<file path="config.mk">
export PLATFORM = sky130hd
export DESIGN_NAME = unified_mem_arbiter
export DESIGN_NICKNAME = d
export VERILOG_FILES = /design/src/rtl/unified_mem_arbiter.sv
export SDC_FILE = /design/constraint.sdc
export NUM_CORES = 1
export LEC_CHECK = 0
export ABC_AREA = 1
export CORE_AREA = 2 2 131 133
export CTS_CLUSTER_SIZE = 14
export DETAILED_ROUTE_END_ITERATION = 8
export DIE_AREA = 0 0 133 135
export GPL_ROUTABILITY_DRIVEN = 0
export HOLD_SLACK_MARGIN = 0.03
export PLACE_DENSITY = 0.84
export SLEW_MARGIN = 10
export SYNTH_ARGS = -nofsm -noshare
export SYNTH_HDL_FRONTEND = slang
export SYNTH_SLANG_ARGS = --single-unit
</file>
<file path="constraint.sdc">
create_clock -name clk -period 4.6 [get_ports clk]
set_clock_uncertainty 0.1 [all_clocks]
set_input_delay 0.69 -clock clk [delete_from_list [all_inputs] [get_ports clk]]
set_output_delay 0.69 -clock clk [all_outputs]
set_load 0.01 [all_outputs]
</file>
<file path="src/rtl/unified_mem_arbiter.sv">
`default_nettype none
// ============================================================================
// Module      : unified_mem_arbiter
// Description : Round-robin arbiter sharing one single-port unified memory
//               between the core (m0) and the debug loader (m1).
// Revision    : 1.0 - initial release
// ============================================================================
module unified_mem_arbiter #(
    parameter int ADDR_W  = 32,
    parameter int DATA_W  = 32,
    parameter int MEM_LAT = 1
) (
    input  logic              clk,
    input  logic              reset,
    input  logic              m0_req,
    input  logic              m0_we,
    input  logic [ADDR_W-1:0] m0_addr,
    input  logic [DATA_W-1:0] m0_wdata,
    output logic              m0_gnt,
    output logic              m0_rvalid,
    output logic [DATA_W-1:0] m0_rdata,
    input  logic              m1_req,
    input  logic              m1_we,
    input  logic [ADDR_W-1:0] m1_addr,
    input  logic [DATA_W-1:0] m1_wdata,
    output logic              m1_gnt,
    output logic              m1_rvalid,
    output logic [DATA_W-1:0] m1_rdata,
    output logic              mem_en,
    output logic              mem_we,
    output logic [ADDR_W-1:0] mem_addr,
    output logic [DATA_W-1:0] mem_wdata,
    input  logic [DATA_W-1:0] mem_rdata
);

    localparam logic [1:0] c_IDLE  = 2'd0;
    localparam logic [1:0] c_ISSUE = 2'd1;
    localparam logic [1:0] c_WAIT  = 2'd2;
    localparam logic [1:0] c_RESP  = 2'd3;
    localparam int         c_CNT_W = 4;

    logic [1:0]         state_q, state_d;
    logic               rr_q, rr_d;       // 0: m0 has priority, 1: m1 has priority
    logic               owner_q, owner_d; // 0: m0, 1: m1
    logic               we_q, we_d;
    logic [ADDR_W-1:0]  addr_q, addr_d;
    logic [DATA_W-1:0]  wdata_q, wdata_d;
    logic [c_CNT_W-1:0] cnt_q, cnt_d;
    logic [DATA_W-1:0]  m0_rdata_q, m0_rdata_d;
    logic [DATA_W-1:0]  m1_rdata_q, m1_rdata_d;
    logic               w_win_m1;

    assign w_win_m1 = m1_req & (~m0_req | rr_q);

    always_comb begin
        state_d    = state_q;
        rr_d       = rr_q;
        owner_d    = owner_q;
        we_d       = we_q;
        addr_d     = addr_q;
        wdata_d    = wdata_q;
        cnt_d      = cnt_q;
        m0_rdata_d = m0_rdata_q;
        m1_rdata_d = m1_rdata_q;
        case (state_q)
            c_IDLE: begin
                if (m0_req | m1_req) begin
                    owner_d = w_win_m1;
                    rr_d    = ~w_win_m1;
                    we_d    = w_win_m1 ? m1_we    : m0_we;
                    addr_d  = w_win_m1 ? m1_addr  : m0_addr;
                    wdata_d = w_win_m1 ? m1_wdata : m0_wdata;
                    state_d = c_ISSUE;
                end
            end
            c_ISSUE: begin
                if (we_q) begin
                    state_d = c_IDLE;
                end else begin
                    cnt_d   = c_CNT_W'(MEM_LAT - 1);
                    state_d = c_WAIT;
                end
            end
            c_WAIT: begin
                // Counter reaches zero in the cycle memory presents the data
                if (cnt_q != '0) begin
                    cnt_d = cnt_q - c_CNT_W'(1);
                end else begin
                    if (owner_q) begin
                        m1_rdata_d = mem_rdata;
                    end else begin
                        m0_rdata_d = mem_rdata;
                    end
                    state_d = c_RESP;
                end
            end
            c_RESP: begin
                state_d = c_IDLE;
            end
            default: begin
                state_d = c_IDLE;
            end
        endcase
    end

    always_ff @(posedge clk or posedge reset) begin
        if (reset) begin
            state_q    <= c_IDLE;
            rr_q       <= 1'b0;
            owner_q    <= 1'b0;
            we_q       <= 1'b0;
            addr_q     <= '0;
            wdata_q    <= '0;
            cnt_q      <= '0;
            m0_rdata_q <= '0;
            m1_rdata_q <= '0;
        end else begin
            state_q    <= state_d;
            rr_q       <= rr_d;
            owner_q    <= owner_d;
            we_q       <= we_d;
            addr_q     <= addr_d;
            wdata_q    <= wdata_d;
            cnt_q      <= cnt_d;
            m0_rdata_q <= m0_rdata_d;
            m1_rdata_q <= m1_rdata_d;
        end
    end

    // Every output is a decode of registered state; nothing flows from inputs
    assign mem_en    = (state_q == c_ISSUE);
    assign mem_we    = mem_en & we_q;
    assign mem_addr  = addr_q;
    assign mem_wdata = wdata_q;
    assign m0_gnt    = mem_en & ~owner_q;
    assign m1_gnt    = mem_en &  owner_q;
    assign m0_rvalid = (state_q == c_RESP) & ~owner_q;
    assign m1_rvalid = (state_q == c_RESP) &  owner_q;
    assign m0_rdata  = m0_rdata_q;
    assign m1_rdata  = m1_rdata_q;

endmodule
`default_nettype wire

</file>
Word level (Yosys, flattened, before mapping)

Index checks and enable logic that the tools add are counted.

Add/sub/neg operators: 1
Eq/ne operators: 7
Mux-type cells: 10
Bitwise operators: 12
Reductions and logical operators: 8

Operator list:

| cell                                                                  | count |
|---|---|
| 32-bit 2-to-1 mux                                                     | 2 |
| 3-bit AND reduction                                                   | 3 |
| 4-bit 2-to-1 mux                                                      | 2 |
| 2-bit != test, second input constant                                  | 4 |
| 2-bit case mux with 4 select lines                                    | 1 |
| 4-bit case mux with 2 select lines                                    | 1 |
| 1-bit bitwise AND                                                     | 6 |
| 2-bit 2-to-1 mux                                                      | 3 |
| 2-bit equality test, second input constant                            | 2 |
| 1-bit inverter                                                        | 4 |
| 2-bit AND reduction                                                   | 2 |
| 4-bit nonzero test                                                    | 1 |
| 4-bit by 1-bit subtractor with 4-bit output, second input constant    | 1 |
| 2-bit by 1-bit equality test with 1-bit output, second input constant | 1 |
| 2-bit zero test                                                       | 1 |
| 1-bit bitwise OR                                                      | 2 |
| 2-bit nonzero test                                                    | 1 |
| 1-bit 2-to-1 mux                                                      | 1 |

Register bits after elaboration: 137
Bits of input ports: 166
Output and inout bits: 134
Logic and storage cells: 47

Depth between registers and ports, before layout

Gate-level depths: netlist of the first run.

Depth in word-level cells: 4
Depth in mapped cells: 8
Gate-level depth less buffers: 8

Least setup slack after synthesis of the first run

OpenSTA, ideal clock, no wires.

Kind: register to output
Start: reg with a tool-made name
End: out m0_gnt
Arrival time: 0.978 ns
Data required time: 3.810 ns
Setup slack: 2.832 ns
Stages on the path, launching flop included: 5
Path buffers: 0
Path through: dfrtp_1 > inv_1 > ha_1 > inv_1 > nor2_1

RTL lines:

| element   | RTL line | RTL |
|---|---|---|
| to (decl) | 19       | `output logic m0_gnt,` |

Worst setup path in the final report of the first run

Start: reg state_q[0]
End: reg m1_rdata_q[6], in the netlist m1_rdata[6]

Cells in the longest elaborated chain, start to end: 2

RTL lines:

| element                       | RTL line | RTL |
|---|---|---|
| from (decl)                   | 42       | `logic [1:0] state_q, state_d;` |
| from (signal assigned)        | 108      | `state_q <= c_IDLE;` |
| from (signal assigned)        | 118      | `state_q <= state_d;` |
| 2-bit equality test           | 65       | `case (state_q)` |
| 3-bit AND reduction (no line) | --       |  |
| to (signal assigned)          | 126      | `m1_rdata_q <= m1_rdata_d;` |
| to (decl)                     | 50       | `logic [DATA_W-1:0] m1_rdata_q, m1_rdata_d;` |

Every way passes these cells.
A chain may end at the register's enable or synchronous reset.

==> impl_metrics.csv, run 1 <==
group,metric,value,unit
status,outcome,"finished, final reports clean",
yosys,synth_seq_area_share,0.586,
final_layout,area_growth,63.1,%
timing,fin_crit,2770,ps
die,fp.dieArea,18000,um^2
power_and_ir_drop,power_density,655,nW/um^2
yosys,synth_fa_ha_area_frac,0.0150,
clocking,clk_pin_slew,60,ps
die,floorplan.initialDensity,0.356,
timing,hold_violations,0,
timing,fmax,0.361,GHz
clocking,clockRootBuffer,"clkbuf_16",
timing,slew_headroom,0.362,
setup_path,crit_required,4790,ps
setup_path,critical_path_class,"reg2reg",
global_routing,grt_max_degree,79,
clocking,htreeDepth,4,
place,io_buffers,299,
yosys,yosys_register_bits,137,
final_layout,antennaDiodeCount,0,
drt,avgRoutedWirePerCell,14.6,um
timing,period_share,0.603,
final_layout,drive_gt1_frac,0.0467,
final_layout,final_common_cell,"nand2_1",
yosys,synthDistinctLibCells,20,
drt,drt_iter0_markers,219,
setup_path,cp-end-kind,"flip-flop",
clocking,cts.sinks,137,
yosys,synth_compound_area_frac,0.00920,
power_and_ir_drop,ir_drop,0.000277,V
yosys,synth_xor_area_frac,0,
yosys,async_flop_share,1.00,
drt,num_vias,5629,
setup_path,r2r-end,"m1_rdata[6]",
timing,drv_slew,0,
die,core,16400,um^2
setup_path,r2r_slack,1830,ps
place,dp_hpwl,12800,um
global_routing,grt_pass1_vias,5573,
clocking,cts_made_buffers,17,
drt,drcViolationCount,0,
yosys,synth_area_leaders,"dfrtp_1, nand2_1, nand3_1, buf_4, ha_1",
yosys,yosysWarningCount,0,
yosys,syn_area,5850,um^2
place,dpl_worst_slack,1610,ps
clocking,cts_setup_buffers,0,
timing,rsz0062_at_grt,"false",
hold_path,holdPathStages,2,
yosys,synth.area.mux_share,0,
setup_path,reg2reg_depth,7,
yosys,syn_nets,874,
clocking,clock_latency,410,ps
run,maxCapViolations,0,
drt,postRouteAntennaNets,0,
yosys,syn_area_per_cell,8.34,um^2
timing,finalSetupTns,0,ps
global_routing,gr-usage-all-layers,0.198,
yosys,synth_area_leader_cell,"dfrtp_1",
setup_path,arrival,2970,ps
final_layout,layout.nets,1166,
clocking,cts_resized,0,
yosys,synth_top_family_by_area,"simple AND/OR/NAND/NOR gates",
timing,worst_pin_slew,955,ps
die,placementRows,47,
yosys,synthFlopType,"dfrtp_1",
hold_path,worstHoldStart,"m1_rdata[21]",
clocking,cts_hold_buf,0,
yosys,synth_edf_count,0,
clocking,cts_tree,"done",
die,ios,300,
clocking,clock_path_buffers,2,
final_layout,final_cell_mix,"nand2_1, clkdlybuf4s50_1, dfrtp_1, nand3_1, inv_1",
timing,worst_slack,1830,ps
drt,vias_per_cell,4.59,
die,die_w,133,um
yosys,yosys.area_share.simple,0.337,
setup_path,start_kind,"flip-flop",
global_routing,grt-ovfl-total,0,
setup_path,rr_startpoint,"state_q[0]",
power_and_ir_drop,cellLeakagePower,4.46,nW
timing,setup_violations,0,
drt,routed_wl,17900,um
die,die_y,135,um
hold_path,min_path_type,"reg2reg",
yosys,syn_inst,701,
drt,dr.pass1.iters,4,
hold_path,hold-path-endpoint,"m1_rdata[21]",
power_and_ir_drop,p_total,0.00624,W
yosys,yosysTopAreaCellShare,0.586,
global_routing,grt_pass1_wl,28000,um
setup_path,worstPathMaxFanout,33,
global_routing,antenna_found_initial,0,
-- stage by stage --
stage	instance area, um^2	cells	hold WS (ps)	util
floorplan	5850	701	353	-
global placement	8980	1194	352	0.547
detailed placement	8980	1194	358	0.547
CTS	9530	1226	372	0.581
global route	9530	1226	388	0.581
finish	9530	1226	367	0.581
-- worst max path at each step --
stage                     from                         end  slack (ps)
detailed placement      m0_req                mem_addr[10]        1610
CTS                 state_q[0]                 m1_rdata[6]        1780
finish              state_q[0]                 m1_rdata[6]        1830
floorplan                reset  asynchronous set/reset pin         140
global route        state_q[0]                m1_rdata[14]        1620
global placement        m0_req                mem_addr[23]        1660
-- cell families (layout without fill, tap and decap cells) --
group,Yosys count,after routing
and+or+nand+nor,494,494
DFF,137,137
buffers and inverters,54,359
AOI/OAI and AO/OA,9,9
adders and majority gates,7,7
-- report_power, final --
group | switching, W | internal, W | leakage [nW]
sequential | 0.000332 | 0.00179 | 1.68
clock | 0.000542 | 0.000749 | 0.254
combinational | 0.00135 | 0.00147 | 2.52
total | 0.00223 | 0.00401 | 4.46
-- worst max-delay path: stages (launching register included) --
cell     delay [ps]
dfrtp_1         440
inv_1           130
ha_1            320
nand3_2         200
nor2_4          690
inv_2           490
nand2_1         200
nand2_1          70
-- per-layer routing --
layer	share of wire	wire length (um)	track usage
met1	0.39	6990	0.227
met2	0.52	9260	0.355
met3	0.073	1300	0.0559
met4	0.018	317	0.0729
met5	0	0	0
-- state kept, by name, indices dropped and copies added (netlist names), named ones only --
| signal | flops |
|---|---|
| state_q | 1 |
| rr_q | 1 |
| owner_q | 1 |
| we_q | 1 |
| mem_wdata | 32 |
| mem_addr | 32 |
| m0_rdata | 32 |
| m1_rdata | 32 |
| cnt_q | 4 |
-- synth_stat cells, types with 2 or more instances --
cell type and count:
nand2_1 411, dfrtp_1 137, nand3_1 69, inv_1 19
buf_4 12, buf_2 10, ha_1 7, nor2_1 7
buf_6 6, clkbuf_1 5, o21ai_0 4, a21oi_1 2
inv_2 2, nand4_1 2, nor2_4 2, o21bai_1 2
-- final cells by class --
type,count,area [um^2]
fill,1402,6870
sequential,137,3430
timing repair buffer,306,3060
multi-input combinational,510,2130
clock buffer,19,433
tap,220,275
clock inverter,13,123
inverter,21,83.8
Power figures use the tool's default switching activity.
==> run 2, diff against run 1 <==
CORE_AREA = 2 2 124 126   (was 2 2 131 133)
DIE_AREA = 0 0 126 128   (was 0 0 133 135)
PLACE_DENSITY = 0.88   (was 0.84)
clock period = 2.6 ns   (was 4.6 ns; I/O delays follow)
==> run 2 against run 1 <==
Non-clock buffer count rose by 1. Cell area rose by 0.14%. Die area fell by 10%. Via count rose by 2.7%. Largest power group unchanged. Wire length fell by 1.3%. Register-to-register slack got worse by 1200 ps.
==> impl_metrics.csv, run 2 (synthesis results as in run 1) <==
group,metric,value,unit
die,die_w,126,um
place,io_buffers,299,
final_layout,multi_input_area,2130,um^2
clocking,clock_latency,410,ps
final_layout,postLayoutCellArea,9550,um^2
final_layout,final_util,0.642,
timing,fin_crit,2450,ps
die,fp.dieArea,16100,um^2
global_routing,grt-ovfl-total,0,
clocking,cts_setup_buffers,0,
power_and_ir_drop,swShare,0.352,
power_and_ir_drop,p_int,0.00721,W
final_layout,fillers,1159,
drt,num_vias,5783,
setup_path,critical_path_class,"reg2out",
timing,finalSetupTns,0,ps
power_and_ir_drop,p_comb_frac,0.449,
drt,dr.pass1.iters,5,
setup_path,worstPathMaxFanout,5,
final_layout,drive_gt1_frac,0.0487,
setup_path,start_kind,"flip-flop",
setup_path,cp_cell_sequence,"inv_1 -> ha_1 -> inv_1 -> nor2_1 -> clkdlybuf4s50_1",
drt,avgRoutedWirePerCell,14.8,um
place,dp_hpwl,12600,um
hold_path,min_path_type,"in2async",
power_and_ir_drop,cellLeakagePower,4.48,nW
timing,period_share,0.941,
setup_path,max_stage_delay,570,ps
setup_path,arrival,1960,ps
clocking,cts.sinks,137,
final_layout,antennaDiodeCount,0,
global_routing,antenna_found_initial,0,
global_routing,grt_pass1_vias,5638,
clocking,cts_made_buffers,17,
die,placementRows,45,
status,outcome,"finished, final reports clean",
final_layout,final_common_cell,"nand2_1",
setup_path,crit_required,2110,ps
drt,routed_wl,17600,um
place,placed_area,8970,um^2
power_and_ir_drop,pwr-share-clk,0.213,
die,die_y,128,um
timing,worst_pin_slew,677,ps
die,ios,300,
setup_path,timing.critical_path.mode_cell,"inv_1",
clocking,htreeDepth,4,
global_routing,grt_pass1_wl,28000,um
clocking,cts_tree,"done",
timing,rsz0062_at_grt,"false",
global_routing,gr-usage-all-layers,0.219,
power_and_ir_drop,p_total,0.0111,W
timing,fmax,0.409,GHz
run,maxCapViolations,0,
final_layout,layout.nets,1167,
clocking,clockRootBuffer,"clkbuf_16",
clocking,cts_resized,0,
power_and_ir_drop,p_sw,0.00392,W
clocking,clock_path_buffers,2,
drt,postRouteAntennaNets,0,
global_routing,grt_max_degree,78,
timing,holdWs,356,ps
setup_path,slowest_stage,"clkdlybuf4s50_1",
setup_path,cp_top_family,"buffers and inverters",
drt,drcViolationCount,0,
final_layout,seq_area,3430,um^2
clocking,clk_pin_slew,60,ps
final_layout,final_cell_mix,"nand2_1, clkdlybuf4s50_1, dfrtp_1, nand3_1, inv_1",
timing,setup_violations,0,
timing,drv_slew,0,
drt,vias_per_cell,4.84,
die,core,14900,um^2
power_and_ir_drop,power_density,1160,nW/um^2
timing,hold_violations,0,
timing,slew_headroom,0.549,
die,floorplan.initialDensity,0.393,
drt,drt_iter0_markers,348,
power_and_ir_drop,ir_drop,0.000497,V
final_layout,area_growth,63.3,%
setup_path,critical_path_buf_inv_count,3,
clocking,cts_hold_buf,0,
power_and_ir_drop,seqPwrFrac,0.338,
setup_path,cp-end-kind,"primary output",
==> run 2: cell count changes in the layout (fill, tap and decap cells not counted), sizes merged <==
cell	previous run	this run
clkinv	3	6
inv	24	22
buf	7	8
bufinv	1	2
clkbuf	19	18
clkinvlp	6	5
==> run 2: layout make-up <==
class	count	area share
Multi-Input combinational cell	510	0.223
Inverter	21	0.00865
Sequential cell	137	0.359
Tap cell	188	0.0246
Clock inverter	14	0.0156
Timing Repair Buffer	307	0.324
Clock buffer	18	0.0449
==> run 2: worst paths after layout <==
check,startpoint,end,slack [ps],cells past startpoint
worst max-delay path,flip-flop,m0_gnt,150,5
max in group asynchronous,reset,rr_q,1680,3
min in group clk,m1_rdata[11],m1_rdata[11],370,2
worst min register to register,m1_rdata[11],m1_rdata[11],370,2
worst min-delay path,reset,mem_wdata[30],360,3
worst max register to register,state_q[0],mem_wdata[25],590,7
==> run 2: tightest hold or removal path, delay by kind of cell <==
kind / cells / cell delay [ps]
buffers and inverters: 3 / 860
==> run 2: power by group through the flow <==
stage,registers (W),clock network (W),logic (W)
2_1_floorplan,0.00420,0,0.00178
3_3_place_gp,0.00373,0,0.00492
3_5_place_dp,0.00377,0,0.00504
4_1_cts,0.00376,0.00242,0.00507
5_1_grt,0.00389,0.00251,0.00547
6_report,0.00376,0.00237,0.00500
==> run 2: through the flow <==
stage / worst slack, ps / instances
after floorplan: 403 / 701
after CTS: 133 / 1195
after global placement: 442 / 1163
after detailed placement: 375 / 1163
final: 153 / 1195
after global routing: 57.4 / 1195
==> run 2: layer usage <==
layer	part of all wire	GRT usage	vias up
li1	-	-	2755
met1	0.39	0.266	2715
met2	0.51	0.374	288
met3	0.086	0.0618	25
met4	0.016	0.0808	0
met5	0	0	-
==> edit 1: new RTL, config.mk and constraints of run 1 <==
Set the parameter `ADDR_W` to 36 (it was 32).
--- a/src/rtl/unified_mem_arbiter.sv
+++ b/src/rtl/unified_mem_arbiter.sv
@@ -7,5 +7,5 @@
 // ============================================================================
 module unified_mem_arbiter #(
-    parameter int ADDR_W  = 32,
+    parameter int ADDR_W  = 36,
     parameter int DATA_W  = 32,
     parameter int MEM_LAT = 1
Ports: changed (resized m0_addr, m1_addr and mem_addr); port bits go from 300 to 312. The function was not compared with the original's and may differ.
==> edit 1 against run 1 <==
Setup slack better by 0.078 ns; total power up 1.7%; global-route usage up 1.3 points; largest power group unchanged; sequential cell count up 4; wire length up 6.0%; maximum frequency up 2.9%; critical endpoint is now m0_gnt; design area up 2.7%; area after synthesis up 2.7%; first-iteration DRC count up 23%; synthesized cell count up 2.9%; sequential power up 3%; via count up 5.0%; critical path type is now reg2out; combinational power up 4%.
==> edit 1: results (changes against run 1) <==
status finished, final reports clean; initial antenna violation count 0 (unchanged); placed cell area 9260 µm² (+3.2%); Port Buffers 311 (+4.0%); fin nets 1206 (+3.4%); Achievable Freq 371 MHz (+2.9%); WHS 0.366 ns (-0.00118 ns); Yosys warning count 0 (unchanged); adder-cell share of the synthesized area 1.46% (-0.040 points); Worst Hold Endpoint m1_rdata[10]$_DFFE_PP0P_; DR WL/cell 15.1 µm (+3.4%); via count 5910 (+5.0%); Max VDD drop 379 µV (+36%); first-pass GRT wire length 29.7 mm (+6.1%); Post-Syn Instances 721 (+2.9%); critical path arrival 1.90 ns (-1.07 ns); Worst path top cell family by delay buffers and inverters; met3 usage 6.91% (+1.3 points); Compound-Gate Fraction of Synth Area 1.02% (+0.10 points); P_sw 2.29 mW (+3.0%); Syn Nets 902 (+3.2%); Crit-path slowest cell clkdlybuf4s50_1; Critical Setup Path Class reg2out; share of cells above drive strength 1 4.53% (-0.14 points); leak pwr 4.58 nW (+2.7%); Via density 4.70 (+2.3%); max incr delay on CP 0.56 ns (-0.13 ns); worst slew pin tran 0.761 ns (-0.194 ns); dominant cells by area after synthesis dfrtp_1, nand2_1, nand3_1, ha_1, buf_2; largest net degree at the start of global routing 76 (-3.8%); global-route track usage on met1 24.2% (+1.5 points); Critical Path Sink m0_gnt; Crit Path Max Fanout 5 (-85%); r2r worst-path depth 8 (+1); clk_lat worst skew about 0.40 ns; pre-CTS setup slack 1.61 ns (+0.00306 ns); Pre-Repair DR Iteration Count 6 (+2); r2r setup slk 2.08 ns (+0.25 ns); GRT Util Overall 21.1% (+1.3 points)
## edit 1: layer usage
layer	up-vias	routed length, µm	part of all wire, %
li1	2839	-	-
met1	2753	7460	39
met2	280	9300	49
met3	38	1630	8.6
met4	0	537	2.8
met5	-	0	0
## edit 1: final cells by class
cell class / count / area (µm²)
Clock buffer: 20 / 437
Clock inverter: 12 / 92.6
Fill cell: 1397 / 6610
Inverter: 21 / 83.8
Multi-Input combinational cell: 526 / 2200
Sequential cell: 141 / 3530
Tap cell: 220 / 275
Timing Repair Buffer: 318 / 3180
## edit 1: power by group through the flow
stage / Sequential [mW] / Clock (mW) / Combinational, mW
detailed placement: 2.20 / 0 / 2.95
floorplan: 2.44 / 0 / 1.03
global route: 2.26 / 1.32 / 3.19
finish: 2.19 / 1.24 / 2.92
global placement: 2.17 / 0 / 2.88
CTS: 2.19 / 1.27 / 2.96
==> edit 2: new RTL, config.mk and constraints of run 1 <==
Made on the original files. `wdata_q` no longer has a reset.
--- a/src/rtl/unified_mem_arbiter.sv
+++ b/src/rtl/unified_mem_arbiter.sv
@@ -111,5 +111,4 @@
             we_q       <= 1'b0;
             addr_q     <= '0;
-            wdata_q    <= '0;
             cnt_q      <= '0;
             m0_rdata_q <= '0;
@@ -121,9 +120,12 @@
             we_q       <= we_d;
             addr_q     <= addr_d;
-            wdata_q    <= wdata_d;
             cnt_q      <= cnt_d;
             m0_rdata_q <= m0_rdata_d;
             m1_rdata_q <= m1_rdata_d;
         end
+    end
+
+    always_ff @(posedge clk) begin
+        wdata_q <= wdata_d;
     end
 
Behaviour: not the same (Yosys sat finds a counterexample within 4 cycles, from zero or initial values and one cycle with reset high).
==> edit 2 against run 1 <==
Wire length fell by 5.3%; design area rose by 0.16%; total power decreased by 4.3%; sequential cell count stayed put; setup slack got worse by 0.020 ns; die area did not move; area after synthesis increased by 0.60%; synthesized cell count is 5.4% lower; critical path type is now reg2out.
==> edit 2: results (changes against run 1) <==
r2r worst-path depth 7 (unchanged); largest net degree at the start of global routing 65 (-18%); vias in the first global route 5445 (-2.3%); r2r setup slk 1.87 ns (+0.04 ns); Pre-Repair DR Iteration Count 5 (+1); CTS buffer count 17 (unchanged); Port Buffers 299 (unchanged); sequential cell area fraction in the yosys report 61.0% (+2.4 points); first-pass GRT wire length 27.0 mm (-3.3%); met2 wire len 8.39 mm (-9.3%); Seq. pwr approximately 2.1 mW; initial antenna violation count 0 (unchanged); dominant cells by area after synthesis dfrtp_1, nand2_1, edfxtp_1, nand3_1, buf_6; Yosys warning count 0 (unchanged); status finished, final reports clean; critical path arrival 2.00 ns (-0.97 ns); library cells used by synthesis 22 (+10%); DP Wirelength 12.3 mm (-4.3%); Worst R2R End m1_rdata[9]$_DFFE_PP0P_; GRT Util Overall 19.4% (-0.43 points); clock period minus worst slack 2.79 ns (+0.0204 ns); share of cells above drive strength 1 4.85% (+0.18 points); Worst Hold Endpoint m1_rdata[30]$_DFFE_PP0P_; htree depth 4 (unchanged); Max VDD drop 345 µV (+24%); Via density 4.57 (-0.50%); DR WL/cell 14.2 µm (-2.3%); met1 WL 6.60 mm (-5.5%); # fillers 1370 (-2.3%); leak pwr 4.39 nW (-1.5%); pre-CTS setup slack 1.62 ns (+0.0123 ns); power in the clock group 1.36 mW (+5%); met3 usage 6.57% (+0.98 points); Clock transition at path regs 0.06 ns (about the same); Clock Tree Buf Depth 2 (unchanged); post_cts resized 0 (unchanged); Clk network pwr share 22.7% (+2.0 points); met2 Usage GRT 33.8% (-1.7 points); Async S/R FF share, synth 76.6% (-23 points); global-route track usage on met1 21.9% (-0.76 points); Root Buffer clkbuf_16; worst slew pin tran 1.03 ns (+0.0700 ns); number of synthesized flops with an enable pin 32 (+32); Int Pwr 3.96 mW (-1.4%); reg2reg start state_q[0]$_DFFE_PP0P_; WL met3 1.55 mm (+20%); First DRT Iteration DRCs 259 (+18%); Commonest cells post-synth nand2_1, dfrtp_1, nand3_1; antenna cells 0 (unchanged); top routing layer in use met4; WHS 0.368 ns (+0.000902 ns); min-delay src m1_rdata[30]$_DFFE_PP0P_; Post-CTS Setup Repair Bufs 0 (unchanged); fin nets 1129 (-3.2%); Crit Path Max Fanout 5 (-85%); Syn Nets 836 (-4.3%); Critical Path Sink m0_gnt
-- edit 2: worst max-delay path, cell delays in order (launching register included) --
cell,delay (ns)
dfrtp_1,0.41
inv_1,0.11
ha_1,0.27
inv_1,0.08
nor2_1,0.09
clkdlybuf4s50_1,0.63
-- edit 2: logic make-up (layout without fill, tap and decap cells) --
group,count (synthesis),after routing,synth area share (%)
buf+inv,48,354,5.17
simple gates,462,462,31.1
compound gates,9,9,1.23
fa+ha+maj,7,7,1.49
flops,137,137,61.0
-- edit 2: cell type report --
cell class,instances,share of cell area [%]
clock inverter,13,1.48
timing repair buffer,301,31.6
clock buffer,19,4.74
tap,220,2.88
inverter,21,0.852
multi-input combinational,478,20.8
sequential,137,37.6
-- edit 2: metrics by stage --
step,cells,cell area (µm²)
after floorplan,663,5880
after global placement,1157,8950
after detailed placement,1157,8950
after CTS,1189,9550
after global routing,1189,9550
final,1189,9550
